### src/rtl/mac_job_ctrl.sv
// mac_job_ctrl: queued MAC job controller with register port, iteration sequencer and per-core completion events.
// Define MAC_JOB_CTRL_PERF_CNT_EN to add a saturating START-to-DONE cycle counter readable at PERF.
module mac_job_ctrl #(
    parameter int N_CORES     = 2,
    parameter int N_CONTEXT   = 2,
    parameter int N_COEFF     = 6,
    parameter int COEFF_WIDTH = 16,
    parameter int CNT_WIDTH   = 12,
    parameter int ID_WIDTH    = 10
) (
    input  logic                           clk_i,
    input  logic                           rst_i,
    input  logic                           clear_i,
    input  logic                           cfg_req_i,
    output logic                           cfg_gnt_o,
    input  logic                           cfg_wen_i,
    input  logic [7:0]                     cfg_add_i,
    input  logic [31:0]                    cfg_data_i,
    input  logic [ID_WIDTH-1:0]            cfg_id_i,
    output logic                           cfg_r_valid_o,
    output logic [31:0]                    cfg_r_data_o,
    output logic [ID_WIDTH-1:0]            cfg_r_id_o,
    output logic                           eng_start_o,
    output logic                           iter_valid_o,
    input  logic                           iter_ready_i,
    output logic [CNT_WIDTH-1:0]           iter_idx_o,
    output logic                           iter_last_o,
    input  logic                           eng_done_i,
    output logic [N_COEFF*COEFF_WIDTH-1:0] coeff_o,
    output logic [4:0]                     shift_o,
    output logic                           simple_mul_o,
    output logic [CNT_WIDTH:0]             len_o,
    output logic                           busy_o,
    output logic [N_CORES-1:0]             evt_o
);
    localparam int CORE_W = N_CORES > 1 ? $clog2(N_CORES) : 1;
    localparam int PTR_W  = N_CONTEXT > 1 ? $clog2(N_CONTEXT) : 1;
    localparam int QC_W   = $clog2(N_CONTEXT + 1);

    // len is stored already incremented so len_o reads straight from the active set
    typedef struct packed {
        logic [N_COEFF-1:0][COEFF_WIDTH-1:0] coeff;
        logic [4:0]                          shift;
        logic                                simple_mul;
        logic [CNT_WIDTH-1:0]                nb_iter;
        logic [CNT_WIDTH:0]                  len;
        logic [CORE_W-1:0]                   core;
    } job_t;

    typedef enum logic [2:0] {IDLE, LOAD, START, RUN, WAIT, DONE} state_t;

    state_t                              state;
    job_t                                q [N_CONTEXT];
    job_t                                head, push_job, act;
    logic [N_COEFF-1:0][COEFF_WIDTH-1:0] stg_coeff;
    logic [4:0]                          stg_shift;
    logic                                stg_mul;
    logic [CNT_WIDTH-1:0]                stg_nb, stg_len;
    logic [PTR_W-1:0]                    rd_ptr, wr_ptr;
    logic [QC_W-1:0]                     q_cnt;
    logic                                q_full, trig, push, pop, pending, ovf, unused_data;
    logic [31:0]                         rdata, perf;

    function automatic logic [PTR_W-1:0] nxt(input logic [PTR_W-1:0] p);
        return p == PTR_W'(N_CONTEXT - 1) ? '0 : p + 1'b1;
    endfunction

    assign cfg_gnt_o    = cfg_req_i;
    assign trig         = cfg_req_i && cfg_wen_i && cfg_add_i == 8'd0;
    assign pop          = state == LOAD;
    assign q_full       = q_cnt == QC_W'(N_CONTEXT);
    assign push         = trig && (!q_full || pop);
    assign pending      = q_cnt != '0 || push;
    assign head         = q[rd_ptr];
    assign coeff_o      = act.coeff;
    assign shift_o      = act.shift;
    assign simple_mul_o = act.simple_mul;
    assign len_o        = act.len;
    assign unused_data  = ^cfg_data_i;
    assign push_job     = '{coeff: stg_coeff, shift: stg_shift, simple_mul: stg_mul, nb_iter: stg_nb,
                            len: {1'b0, stg_len} + 1'b1, core: CORE_W'(cfg_id_i % N_CORES)};

    always_comb begin
        rdata = '0;
        case (cfg_add_i)
            8'd1:    rdata = q_full ? '1 : 32'(N_CONTEXT) - 32'(q_cnt);
            8'd2:    rdata = {ovf, 15'd0, 8'(q_cnt), 7'd0, busy_o};
            8'd3:    rdata = perf;
            8'd8:    rdata = 32'(stg_nb);
            8'd9:    rdata = 32'(stg_len);
            8'd10:   rdata = {11'd0, stg_shift, 15'd0, stg_mul};
            default: for (int k = 0; k < N_COEFF; k++) if (cfg_add_i == 8'(12 + k)) rdata = 32'(stg_coeff[k]);
        endcase
    end

    always_ff @(posedge clk_i or posedge rst_i) begin
        if (rst_i) begin
            {cfg_r_valid_o, cfg_r_data_o, cfg_r_id_o} <= '0;
            {stg_coeff, stg_shift, stg_mul, stg_nb, stg_len} <= '0;
        end else if (clear_i) begin
            {cfg_r_valid_o, cfg_r_data_o, cfg_r_id_o} <= '0;
            {stg_coeff, stg_shift, stg_mul, stg_nb, stg_len} <= '0;
        end else begin
            cfg_r_valid_o <= cfg_req_i;
            cfg_r_data_o  <= cfg_req_i && !cfg_wen_i ? rdata : '0;
            cfg_r_id_o    <= cfg_req_i ? cfg_id_i : '0;
            if (cfg_req_i && cfg_wen_i) begin
                if (cfg_add_i == 8'd8) stg_nb <= cfg_data_i[CNT_WIDTH-1:0];
                if (cfg_add_i == 8'd9) stg_len <= cfg_data_i[CNT_WIDTH-1:0];
                if (cfg_add_i == 8'd10) {stg_shift, stg_mul} <= {cfg_data_i[20:16], cfg_data_i[0]};
                for (int k = 0; k < N_COEFF; k++)
                    if (cfg_add_i == 8'(12 + k)) stg_coeff[k] <= cfg_data_i[COEFF_WIDTH-1:0];
            end
        end
    end

    // a trigger on a full queue still lands when the head is popped in the same cycle
    always_ff @(posedge clk_i or posedge rst_i) begin
        if (rst_i) begin
            {rd_ptr, wr_ptr, q_cnt, ovf} <= '0;
        end else if (clear_i) begin
            {rd_ptr, wr_ptr, q_cnt, ovf} <= '0;
        end else begin
            if (push) wr_ptr <= nxt(wr_ptr);
            if (pop) rd_ptr <= nxt(rd_ptr);
            q_cnt <= q_cnt + QC_W'(push) - QC_W'(pop);
            if (trig && !push) ovf <= 1'b1;
        end
    end

    always_ff @(posedge clk_i) if (push) q[wr_ptr] <= push_job;

    always_ff @(posedge clk_i or posedge rst_i) begin
        if (rst_i) begin
            state <= IDLE;
            act <= '0;
            {eng_start_o, iter_valid_o, iter_idx_o, iter_last_o, busy_o, evt_o} <= '0;
        end else if (clear_i) begin
            state <= IDLE;
            act <= '0;
            {eng_start_o, iter_valid_o, iter_idx_o, iter_last_o, busy_o, evt_o} <= '0;
        end else begin
            eng_start_o <= 1'b0;
            evt_o <= '0;
            case (state)
                IDLE: if (pending) begin
                    state <= LOAD;
                    busy_o <= 1'b1;
                end
                LOAD: begin
                    act <= head;
                    iter_idx_o <= '0;
                    eng_start_o <= 1'b1;
                    state <= START;
                end
                START: begin
                    iter_valid_o <= 1'b1;
                    iter_last_o <= act.nb_iter == '0;
                    state <= RUN;
                end
                RUN: if (iter_ready_i) begin
                    if (iter_last_o) begin
                        {iter_valid_o, iter_last_o} <= 2'b00;
                        state <= WAIT;
                    end else begin
                        iter_idx_o <= iter_idx_o + 1'b1;
                        iter_last_o <= iter_idx_o + 1'b1 == act.nb_iter;
                    end
                end
                WAIT: if (eng_done_i) begin
                    evt_o <= N_CORES'(1) << act.core;
                    state <= DONE;
                end
                DONE: begin
                    busy_o <= pending;
                    state <= pending ? LOAD : IDLE;
                end
                default: state <= IDLE;
            endcase
        end
    end

`ifdef MAC_JOB_CTRL_PERF_CNT_EN
    logic [31:0] perf_run;
    always_ff @(posedge clk_i or posedge rst_i) begin
        if (rst_i) begin
            {perf_run, perf} <= '0;
        end else if (clear_i) begin
            {perf_run, perf} <= '0;
        end else begin
            if (state == START) perf_run <= 32'd1;
            if (state == RUN || state == WAIT) perf_run <= &perf_run ? perf_run : perf_run + 1'b1;
            if (state == DONE) perf <= &perf_run ? perf_run : perf_run + 1'b1;
        end
    end
`else
    assign perf = '0;
`endif
endmodule
### config.mk
export PLATFORM = sky130hd
export DESIGN_NAME = mac_job_ctrl
export DESIGN_NICKNAME = d
export VERILOG_FILES = /design/src/rtl/mac_job_ctrl.sv
export SDC_FILE = /design/constraint.sdc
export NUM_CORES = 1
export LEC_CHECK = 0
export CAP_MARGIN = 10
export CORE_ASPECT_RATIO = 0.7
export CORE_MARGIN = 2
export CORE_UTILIZATION = 57
export CTS_CLUSTER_DIAMETER = 150
export DETAILED_ROUTE_END_ITERATION = 10
export GPL_ROUTABILITY_DRIVEN = 0
export PLACE_DENSITY = 0.85
export SLEW_MARGIN = 20
export SYNTH_ARGS = -nofsm -noshare
export SYNTH_HDL_FRONTEND = slang
export SYNTH_SLANG_ARGS = --single-unit
### constraint.sdc
create_clock -name clk_i -period 14 [get_ports clk_i]
set_input_delay 2.8 -clock clk_i [delete_from_list [all_inputs] [get_ports clk_i]]
set_output_delay 2.8 -clock clk_i [all_outputs]
set_load 0.02 [all_outputs]
==> flow_summary.ini <==
[logic_synthesis]
yosysUniqueCellTypes = 66
avgSynthCellArea_um2 = 12.72
synth_top_area_cell = dfrtp_1
synthTopCellsByCount = 314 x dfrtp_1, 256 x edfxtp_1, 234 x nor2_1
synth_seq_cells = 570
syn_inst = 1883
yosys-top-cells-area = dfrtp_1 33%, edfxtp_1 32%, mux2i_1 9.1%, a211oi_1 4.0%, buf_4 4.0%
synth_ff_type = dfrtp_1
seq_area_frac_synth_pct = 64.90
yosysMostFrequentCell = dfrtp_1
synth_edf_count = 256
synth_nets = 1945
netlist_area_um2 = 23950
yosysWarnings = 0
async_reset_ff_share_pct = 55.09
yosysTopAreaCellShare_pct = 32.80

[detailed_routing]
drc = 0
vias = 15330
wl_per_cell_um = 23.03
route.final.wire_length_mm = 57.92
postRouteAntennaNets = 0
first_pass_iters = 8
viasPerCell = 6.095
first_iter_violations = 1777

[floorplan]
rows = 62
die_h_um = 175.5
core_area_um2 = 41190
fp.dieW_um = 249.0
dieArea_um2 = 43700
io-pin-count = 234
start_util_pct = 58.15

[setup_path]
end_kind = flop
critPathArrivalTime_ps = 7380
r2r_setup_slack_ps = 9340
critPathCapture = q[1][11]
crit_fanout = 56
reg2reg_from = state[2]
startpoint_type = input pin
crit_type = in -> reg
required_ps = 14200
startpoint = cfg_add_i[4]
reg2regPathDepth = 8
timing.rr.end = q[1][11]

[timing]
period_share_pct = 51.29
tightest_slew_ps = 1146
max_freq_mhz = 139.3
maxSlewHeadroom_pct = 23.62
setup_viol = 0
rsz0062_at_grt = false
worst_hold_slack_ps = 506.4
layout_min_cycle_time_ps = 7181
tns_ps = 0
finalMaxSlewViolations = 0
hold_violations = 0
fin_skew_ps = 16.06

[hold_path]
hold_path_class = reg -> reg
hp-start = push_job[114]

[cts]
clk_latency_ps = 580
cts-buffers-inserted = 51
htree_levels = 2
postCtsSetupBuffers = 0
clkTransAtPathRegs_ps = 70
cts_sinks = 570
clk_path_buf_depth = 3
cts_root_buf = clkbuf_16
holdBufCountCts = 0
post_cts_resized = 0
cts_tree = yes

[power]
ir_drop_uv = 133.5
p_per_area_nw_per_um2 = 167.0
leakagePower_nw = 10.05

[final_layout]
num-nets-final = 1986
drive_above_1_share_pct = 7.121
design_area_um2 = 27340
syn_to_final_growth_pct = 14.13

[global_routing]
grtUsageMet3_pct = 6.432
grtUsageTotal_pct = 26.44
grt_pass1_wl_mm = 88.62
grt_pass1_vias = 15210
antenna_found_initial = 5
globalRouteMet1Util_pct = 36.38
grt_max_degree = 173
gr-max-usage-layer = met2
grtUsageMet2_pct = 40.92
grt.overflow.total = 0

[place]
hpwl_mm = 37.68
portBuffers = 222
post_dp_cell_area_um2 = 25570

[outcome]
status = complete, no violations

[run]
drv_cap = 0
==> cells in the final DEF, fill, tap and decap left out, types with 7 or more instances in the layout <==
cell type,instances
a21oi_1,74
a222oi_1,10
clkdlybuf4s50_1,221
nand2b_1,7
clkbuf_16,55
and3_1,8
mux2i_1,217
a221oi_1,15
nor3_1,10
edfxtp_1,256
nor2b_1,7
clkinv_2,12
o21ai_0,46
inv_1,11
a211oi_1,129
and2_1,16
nand2_1,137
xnor2_1,17
buf_4,18
dfrtp_1,313
nor2_1,230
nand3_1,17
xor2_1,9
==> through the flow <==
step | worst slack (ps) | utilization, % | total power, mW | cells
6_report | 6819 | 66.37 | 4.566 | 2515
4_1_cts | 6849 | 66.31 | 4.594 | 2510
5_1_grt | 6645 | 66.35 | 4.749 | 2512
3_5_place_dp | 6247 | 62.09 | 3.157 | 2415
3_3_place_gp | 6432 | 62.09 | 3.129 | 2415
2_1_floorplan | 2514 | - | 2.878 | 1883
==> how the worst min path moves through the flow <==
stage	to	slack, ps	depth (start not counted)
final	q[0][114]	510	0
after global routing	q[0][114]	510	0
after CTS	q[1][58]	500	0
after detailed placement	q[0][58]	480	0
after global placement	evt_o[0]	460	1
after floorplan	evt_o[0]	430	1
==> cells by family (layout without fill, tap and decap cells) <==
kind of cell             count (synthesis)  count (layout)  synth area share (%)
flip-flops                             570             570                 64.90
other                                    0               5                     0
multiplexers                           223             223                 9.585
AO/OA/AOI/OAI                          312             312                 8.838
XOR/XNOR                                26              26                0.9507
AND/OR/NAND/NOR                        482             482                 9.089
adder cells (fa/ha/maj)                  5               5                0.2612
buffers and inverters                  265             348                 6.378
==> metal layers <==
metal / wire (um) / share of wire, %
met5: 27 / 0.047
met4: 2170 / 3.7
met3: 5399 / 9.3
met2: 26910 / 46
met1: 23420 / 40
==> registers in the layout, summed over array words and instances, names as in the netlist, 2 cells and up <==
signal,flops
q,256
coeff_o,96
push_job,96
cfg_r_data_o,23
act,13
len_o,13
iter_idx_o,12
stg_len,12
stg_nb,12
cfg_r_id_o,10
shift_o,5
stg_shift,5
state,3
evt_o,2
q_cnt,2
==> worst max-delay path, stage by stage <==
cell and delay (ps):
clkdlybuf4s50_1 530, or4_1 810, or2_2 450, nor2_1 200
nand2b_1 250, nor2_4 890, buf_4 610, buf_4 680
==> cell type report <==
class / count / area (um2)
Clock inverter: 30 / 276.5
Timing Repair Buffer: 241 / 2381
Fill cell: 2840 / 13850
Clock buffer: 65 / 1464
Antenna cell: 5 / 12.51
Sequential cell: 570 / 15550
Multi-Input combinational cell: 1048 / 6923
Inverter: 12 / 52.55
Tap cell: 544 / 680.7
==> power by group <==
group | leakage [nW] | internal (mW) | switching, mW
clock network | 0.855 | 0.819 | 0.621
registers | 6.68 | 1.89 | 0.127
logic | 2.52 | 0.491 | 0.619
(Power assumes the default switching activity.)
